## src/rtl/neuron_mac.sv

```systemverilog
// neuron_mac: fixed-point neuron accumulator.
//
// Computes sum = sat16(bias + sum_i (x_i * w_i) >> FRAC_BITS) over N_INPUTS
// serially presented x/w pairs. The result is a saturated Q6.10 value that
// feeds the sigmoid stage. A single multiplier accumulates one pair per cycle.
//
// Handshakes: a transfer happens on a cycle where both valid and ready are
// high at the rising clock edge. The input side uses in_valid/in_ready. The
// output side uses out_valid/out_ready. in_ready and out_valid are pure
// decodes of the registered state, so neither depends combinationally on
// the other side's valid or ready.
//
// Ports:
//   clk, reset      clock, synchronous active-high reset
//   start, bias     begin a sum (sampled in IDLE), Q6.10 bias captured with it
//   in_valid/ready  x/w pair handshake
//   x, w            Q6.10 activation and weight
//   out_valid/ready result handshake
//   sum             saturated Q6.10 result, held while out_valid is high
//   busy            high in any state other than IDLE
//   state_dbg       current FSM state (0 IDLE, 1 ACCUM, 2 SAT, 3 DONE)
//
// Build option: define NEURON_MAC_ROUND_EN to round each product term
// half-up instead of truncating it toward minus infinity.
module neuron_mac #(
  parameter int N_INPUTS  = 2,
  parameter int FRAC_BITS = 10
) (
  input  logic               clk,
  input  logic               reset,
  input  logic               start,
  input  logic signed [15:0] bias,
  input  logic               in_valid,
  output logic               in_ready,
  input  logic signed [15:0] x,
  input  logic signed [15:0] w,
  output logic               out_valid,
  input  logic               out_ready,
  output logic signed [15:0] sum,
  output logic               busy,
  output logic [1:0]         state_dbg
);

  typedef enum logic [1:0] {
    IDLE  = 2'd0,
    ACCUM = 2'd1,
    SAT   = 2'd2,
    DONE  = 2'd3
  } state_t;

  localparam int CW = $clog2(N_INPUTS + 1);

  state_t             state, state_nxt;
  logic [CW-1:0]      cnt;
  logic signed [31:0] acc;
  logic signed [31:0] prod;
  logic signed [31:0] term;
  logic signed [15:0] sat_val;
  logic               accept;
  logic               last;

  // The low 32 bits of a product do not depend on signedness, so the
  // operands are sign-extended by hand to keep every width explicit.
  assign prod = {{16{x[15]}}, x} * {{16{w[15]}}, w};

`ifdef NEURON_MAC_ROUND_EN
  localparam logic signed [31:0] HALF = 32'sd1 <<< (FRAC_BITS - 1);
  // |prod| <= 2^30, so adding half an LSB cannot overflow 32 bits.
  assign term = (prod + HALF) >>> FRAC_BITS;
`else
  assign term = prod >>> FRAC_BITS;
`endif

  assign accept    = in_valid && (state == ACCUM);
  assign last      = (cnt == CW'(N_INPUTS - 1));

  assign in_ready  = (state == ACCUM);
  assign out_valid = (state == DONE);
  assign busy      = (state != IDLE);
  assign state_dbg = state;

  // Saturation is applied once to the full-width sum, not to each term.
  always_comb begin
    if (acc > 32'sd32767)
      sat_val = 16'sh7fff;
    else if (acc < -32'sd32768)
      sat_val = 16'sh8000;
    else
      sat_val = acc[15:0];
  end

  always_comb begin
    state_nxt = state;
    case (state)
      IDLE:    if (start) state_nxt = ACCUM;
      ACCUM:   if (accept && last) state_nxt = SAT;
      SAT:     state_nxt = DONE;
      DONE:    if (out_ready) state_nxt = IDLE;
      default: state_nxt = IDLE;
    endcase
  end

  always_ff @(posedge clk) begin
    if (reset) begin
      state <= IDLE;
      acc   <= '0;
      cnt   <= '0;
      sum   <= '0;
    end else begin
      state <= state_nxt;
      case (state)
        IDLE: begin
          if (start) begin
            acc <= {{16{bias[15]}}, bias};
            cnt <= '0;
          end
        end
        ACCUM: begin
          if (accept) begin
            acc <= acc + term;
            cnt <= cnt + CW'(1);
          end
        end
        SAT:     sum <= sat_val;
        default: ;
      endcase
    end
  end

endmodule

```

## config.mk

```make
export PLATFORM = sky130hd
export DESIGN_NAME = neuron_mac
export DESIGN_NICKNAME = d
export VERILOG_FILES = /design/src/rtl/neuron_mac.sv
export SDC_FILE = /design/constraint.sdc
export NUM_CORES = 1
export LEC_CHECK = 0
export ABC_AREA = 1
export ABC_CLOCK_PERIOD_IN_PS = 20500
export CORE_AREA = 2 2 183 185
export DETAILED_ROUTE_END_ITERATION = 12
export DIE_AREA = 0 0 185 187
export GPL_ROUTABILITY_DRIVEN = 1
export SYNTH_ARGS = -nofsm -noshare
export SYNTH_HDL_FRONTEND = slang
export SYNTH_SLANG_ARGS = --single-unit
```

## constraint.sdc

```tcl
create_clock -name clk -period 20.5 [get_ports clk]
set_input_delay 2.05 -clock clk [delete_from_list [all_inputs] [get_ports clk]]
set_output_delay 2.05 -clock clk [all_outputs]
set_load 0.005 [all_outputs]
```

==> results of run 1 <==
## Yosys cell counts, drive strengths merged
cell type	n
a211oi	2
nand4	13
o21ai	66
and2	1
o211ai	5
a21oi	117
o21a	2
clkinv	1
buf	12
nand3	54
fa	262
ha	120
inv	521
nor4	8
and3	2
clkbuf	64
a21boi	4
xor2	24
nor3	9
a31oi	5
a21o	9
xnor2	7
nor2	96
o2111ai	1
dfxtp	52
a221oi	5
o221ai	1
or2	8
nand3b	6
o21bai	9
nand2	524
o211a	1
## routing by layer
layer  GRT usage [%]  part of all wire, %  vias up
li1                -                    -     5962
met1            30.4                   45     6004
met2            40.8                   50      201
met5               0                    0        -
met4            3.66                  1.7        0
met3            2.08                  3.3       44
## worst reg2reg max path, cell delays in order, from the launching register on
cell     delay (ps)
dfxtp_1         340
inv_1           130
ha_1            630
buf_4           370
inv_2           270
a21oi_4         720
inv_2           420
a21oi_4         590
a21oi_1         150
## final cells by class
class / count / area [µm²]
well taps: 448 / 561
clock inverters: 3 / 27.5
clock buffers: 5 / 125
multi-input cells: 1361 / 11200
flip-flops and latches: 52 / 1040
repair buffers: 76 / 753
fillers: 3344 / 17200
inverters: 522 / 1960
## cells by family (layout without fill, tap and decap cells)
kind of cell	count (synthesis)	count (layout)	synth area share, %
buffers and inverters	598	606	15.6
flip-flops	52	52	7.16
XOR/XNOR	31	31	1.87
AO/OA/AOI/OAI	227	227	8.97
adder cells (fa/ha/maj)	382	382	46.4
AND/OR/NAND/NOR	721	721	20.0
## how the worst max path moves through the flow
stage | start | end | depth (start not counted)
floorplan | w[5] | acc[31] | 33
global placement | w[1] | acc[25] | 30
detailed placement | w[1] | acc[25] | 30
CTS | w[1] | acc[25] | 30
global route | w[1] | acc[25] | 30
finish | w[1] | acc[25] | 30
## metrics by stage
step / cell area, µm² / worst slack [ps]
after global routing: 15700 / 9980
final: 15700 / 10600
after detailed placement: 15500 / 10350
after CTS: 15700 / 10640
after floorplan: 14500 / 11760
after global placement: 15500 / 10330
## sequential cells by signal, indices dropped and copies added (netlist names)
| register | cells |
|---|---|
| acc | 32 |
| sum | 16 |
| cnt | 2 |
| state_dbg | 2 |
==> key figures, run 1 <==
Run status
  – Status: finished clean

Clocking
  – Clk sinks: 52
  – Worst-Skew Late Latency: 310 ps
  – Clk buf depth: 2
  – Setup Buffers After CTS: 0
  – H-tree depth: 2
  – CTS tree: yes
  – Total CTS buffers: 5
  – Post-CTS Resized: 0
  – CTS Hold Bufs: 0
  – Root buffer cell: clkbuf_16
  – Worst-path clk slew: 80 ps

GRT
  – First-pass GRT wire length: 64000 µm
  – Global route total overflow: 0
  – Antenna violations before repair: 0
  – Number of global-route vias before repair: 13.1k
  – Largest net degree at the start of global routing: 32
  – Total GRT Usage: 22.8%

Worst setup path
  – CP most frequent cell: fa_1
  – Critical path class: primary input to flip-flop
  – Slowest CP cell: clkdlybuf4s50_1
  – R2R cell count: 8
  – Worst Path Required: 20670 ps
  – Critical R2R Capture: acc[28]
  – CP Max Fanout: 16
  – Crit path buffers/inverters: 6
  – CP Launch Type: primary input
  – Reg-to-Reg Start: state_dbg[1]
  – R2r setup slk: 16740 ps
  – Cell family with most CP delay: adder cells
  – Worst path max stage delay: 910 ps
  – Critical Path AT: 10070 ps
  – Critical Path Sink Type: flip-flop

Synthesis
  – Flops & latches, synth: 52
  – YS warnings: 0
  – Synth top area cells: fa_1 (36%), inv_1 (13%), nand2_1 (13%)
  – Avg Inst Size Synth: 7.23 µm²
  – Synthesized area: 14500 µm²
  – Top cell type's share of synthesized area: 36.1%
  – Top cell type by total area after synthesis: fa_1
  – Synth unique cells: 46
  – Sequential fraction of the synthesis area: 7.16%
  – Synthesized netlist cell count: 2011
  – Syn_nets: 2446

Floorplan
  – Core Box Area: 32900 µm²
  – Num rows: 67
  – Starting Density: 44.3%
  – I/O pin count: 74
  – Die area: 34600 µm²
  – Die width: 185 µm
  – Die Y: 187 µm

Routing
  – Via density per instance: 4.95
  – Final antenna-violating net count: 0
  – DR iter-0 viols: 737
  – Vias: 12.2k
  – First-pass DRT Iterations: 4
  – DRC: 0
  – Routed wire length: 37000 µm
  – DR WL/cell: 15.0 µm

Worst hold path
  – Worst hold-check path type: flip-flop to flip-flop
  – Hold Path Sink: cnt[1]
  – Hold depth: 2
  – Worst hold start: cnt[1]

Timing
  – # setup viols final: 0
  – Max-slew violations: 0
  – Relative slew slack: 34.6%
  – Max Clk Rate: 101 MHz
  – Clock Skew: 14.5 ps
  – Worst-Margin Slew: 977 ps
  – Final Cycle Share: 48.3%
  – Hold Slack: 465 ps
  – Hold Fails Final Rpt: 0
  – Final Critical Period: 9900 ps
  – RSZ-0062 raised after global routing: no
  – Fin Setup TNS: 0 ps

Layout
  – Commonest non-fill, non-tap cells in the layout: inv_1 (519), nand2_1 (518), fa_1 (262)
  – ANT cells: 0
  – Final non-filler cell total: 2467
  – P&R area growth vs syn: 7.98%
  – Final core occ: 47.8%
  – Fin nets: 2453
  – Commonest non-fill, non-tap cell in the layout: inv_1
  – Layout cells sized above 1: 1.93%

Placement
  – IO buf count: 73
  – Dpl hpwl: 31200 µm
  – Placed cells: 2459
  – Placer Congestion: 0.974

Run
  – Max Cap Viol: 0
Power of run 1 is left out: the tool's default activity adds up to more than one toggle a clock period on the data nets, which glitch-free logic cannot reach.
==> inputs of run 2 (changes only) <==
Settings changed: ABC_CLOCK_PERIOD_IN_PS 20500 to 10140.
Clock period 20.5 ns to 10.14 ns, I/O delays scaled along.
==> key figures, run 2 (synthesis gave the netlist of run 1 again) <==
Worst setup path
  – Crit path buffers/inverters: 6 (unchanged)
  – CP most frequent cell: nand2_1 (was fa_1)
  – Critical path class: primary input to flip-flop (unchanged)
  – Slowest CP cell: clkdlybuf4s50_1 (unchanged)
  – CP Max Fanout: 13 (was 16)
  – R2R cell count: 9 (was 8)
  – Critical R2R Capture: acc[17] (was acc[28])
  – Worst Path Required: 10320 ps (was 20670 ps)
  – CP Launch Type: primary input (unchanged)
  – Reg-to-Reg Start: state_dbg[1] (unchanged)
  – Critical Path AT: 9240 ps (was 10070 ps)
  – R2r setup slk: 7280 ps (was 16740 ps)
  – Cell family with most CP delay: adder cells (unchanged)
  – Critical Path Sink Type: flip-flop (unchanged)
  – Worst path max stage delay: 850 ps (was 910 ps)

Clocking
  – Worst-path clk slew: 80 ps (about the same)
  – Total CTS buffers: 5 (unchanged)
  – Setup Buffers After CTS: 0 (unchanged)
  – Clk sinks: 52 (unchanged)
  – Worst-Skew Late Latency: 310 ps (about the same)
  – Clk buf depth: 2 (unchanged)
  – H-tree depth: 2 (unchanged)
  – CTS tree: yes (unchanged)
  – CTS Hold Bufs: 0 (unchanged)
  – Root buffer cell: clkbuf_16 (unchanged)
  – Post-CTS Resized: 0 (unchanged)

GRT
  – Number of global-route vias before repair: 13.1k (about the same)
  – Global Route met1 Usage: 31.5% (was 30.4%)
  – Antenna violations before repair: 0 (unchanged)
  – Met2 GRT Util: 40.8% (about the same)
  – Global route total overflow: 0 (unchanged)
  – Total GRT Usage: 23.4% (was 22.8%)
  – Largest net degree at the start of global routing: 32 (unchanged)
  – First-pass GRT wire length: 64900 µm (was 64000 µm)
  – GRT Max-Usage Layer: met2 (unchanged)
  – GR Layer Usage met3: 1.89% (was 2.08%)

Routing
  – Via density per instance: 4.94 (was 4.95)
  – Vias: 12.2k (about the same)
  – Routed wire length: 37900 µm (was 37000 µm)
  – DRC: 0 (unchanged)
  – DR WL/cell: 15.3 µm (was 15.0 µm)
  – First-pass DRT Iterations: 5 (was 4)
  – DR iter-0 viols: 688 (was 737)
  – Final antenna-violating net count: 0 (unchanged)

Worst hold path
  – Hold depth: 2 (unchanged)
  – Worst hold start: sum[11] (was cnt[1])
  – Worst hold-check path type: flip-flop to flip-flop (unchanged)
  – Hold Path Sink: sum[11] (was cnt[1])

Placement
  – Dpl hpwl: 31900 µm (was 31200 µm)
  – Placer Congestion: 0.925 (was 0.974)
  – IO buf count: 73 (unchanged)

Timing
  – Final Critical Period: 9060 ps
  – # setup viols final: 0 (unchanged)
  – Hold Fails Final Rpt: 0 (unchanged)
  – Worst-Margin Slew: 966 ps (was 977 ps)
  – Relative slew slack: 35.4% (was 34.6%)
  – Max-slew violations: 0 (unchanged)
  – Max Clk Rate: 110 MHz
  – Final Cycle Share: 89.4%
  – RSZ-0062 raised after global routing: no (unchanged)
  – Fin Setup TNS: 0 ps (unchanged)
  – Clock Skew: 9.95 ps (was 14.5 ps)

Layout
  – Most flops, register: acc (unchanged)
  – Fin nets: 2464 (was 2453)
  – ANT cells: 0 (unchanged)
  – Max reg flops: 32 (unchanged)
  – P&R area growth vs syn: 8.67% (was 7.98%)
  – Layout cells sized above 1: 2.46% (was 1.93%)
  – Commonest non-fill, non-tap cell in the layout: inv_1 (unchanged)
  – Commonest non-fill, non-tap cells in the layout: inv_1 (519), nand2_1 (518), fa_1 (262) (unchanged)
  – Top flop regs: acc: 32 flops, sum: 16 flops (unchanged)

Floorplan
  – Die width: 185 µm (unchanged)
  – Core Box Area: 32900 µm² (unchanged)
  – Num rows: 67 (unchanged)
  – I/O pin count: 74 (unchanged)
  – Die Y: 187 µm (unchanged)
  – Die area: 34600 µm² (unchanged)
  – Starting Density: 44.3% (unchanged)

Run
  – Max Cap Viol: 0 (unchanged)

Run status
  – Status: finished clean (unchanged)
## run 2: metal layers
metal	share of wire, %	wire length [µm]
met1	44	16900
met4	2.5	931
met3	3.5	1320
met5	0	0
met2	50	18800
## run 2: layout make-up
cell class / count / area [µm²]
clock buffer: 5 / 125
fill: 3365 / 17100
multi-input combinational: 1361 / 11200
timing repair buffer: 87 / 836
sequential: 52 / 1040
tap: 448 / 561
clock inverter: 3 / 46.3
inverter: 522 / 1960
## run 2: worst max-delay path by stage
stage / cells past startpoint / from / endpoint
global route: 31 / x[15] / acc[25]
finish: 31 / w[4] / acc[25]
CTS: 30 / x[15] / acc[25]
floorplan: 33 / w[5] / acc[31]
detailed placement: 30 / x[15] / acc[25]
global placement: 30 / w[4] / acc[25]
## run 2: worst register-to-register path, delay by kind of cell (launching register included)
kind | cells | cell delay [ps]
AO/OA/AOI/OAI | 4 | 970
adder cells (fa/ha/maj) | 1 | 220
buffers and inverters | 4 | 1130
flip-flops | 1 | 400
## run 2: stage by stage
stage	cell area, µm²	instances	setup slack (ps)	hold slack (ps)	util [%]
4_1_cts	15800	2478	1190	469	48.1
3_5_place_dp	15600	2470	862	457	47.6
5_1_grt	15800	2478	432	485	48.1
6_report	15800	2478	1080	469	48.1
2_1_floorplan	14500	2011	2430	433	-
3_3_place_gp	15600	2470	846	447	47.6
Power of run 2 is left out for the same reason.
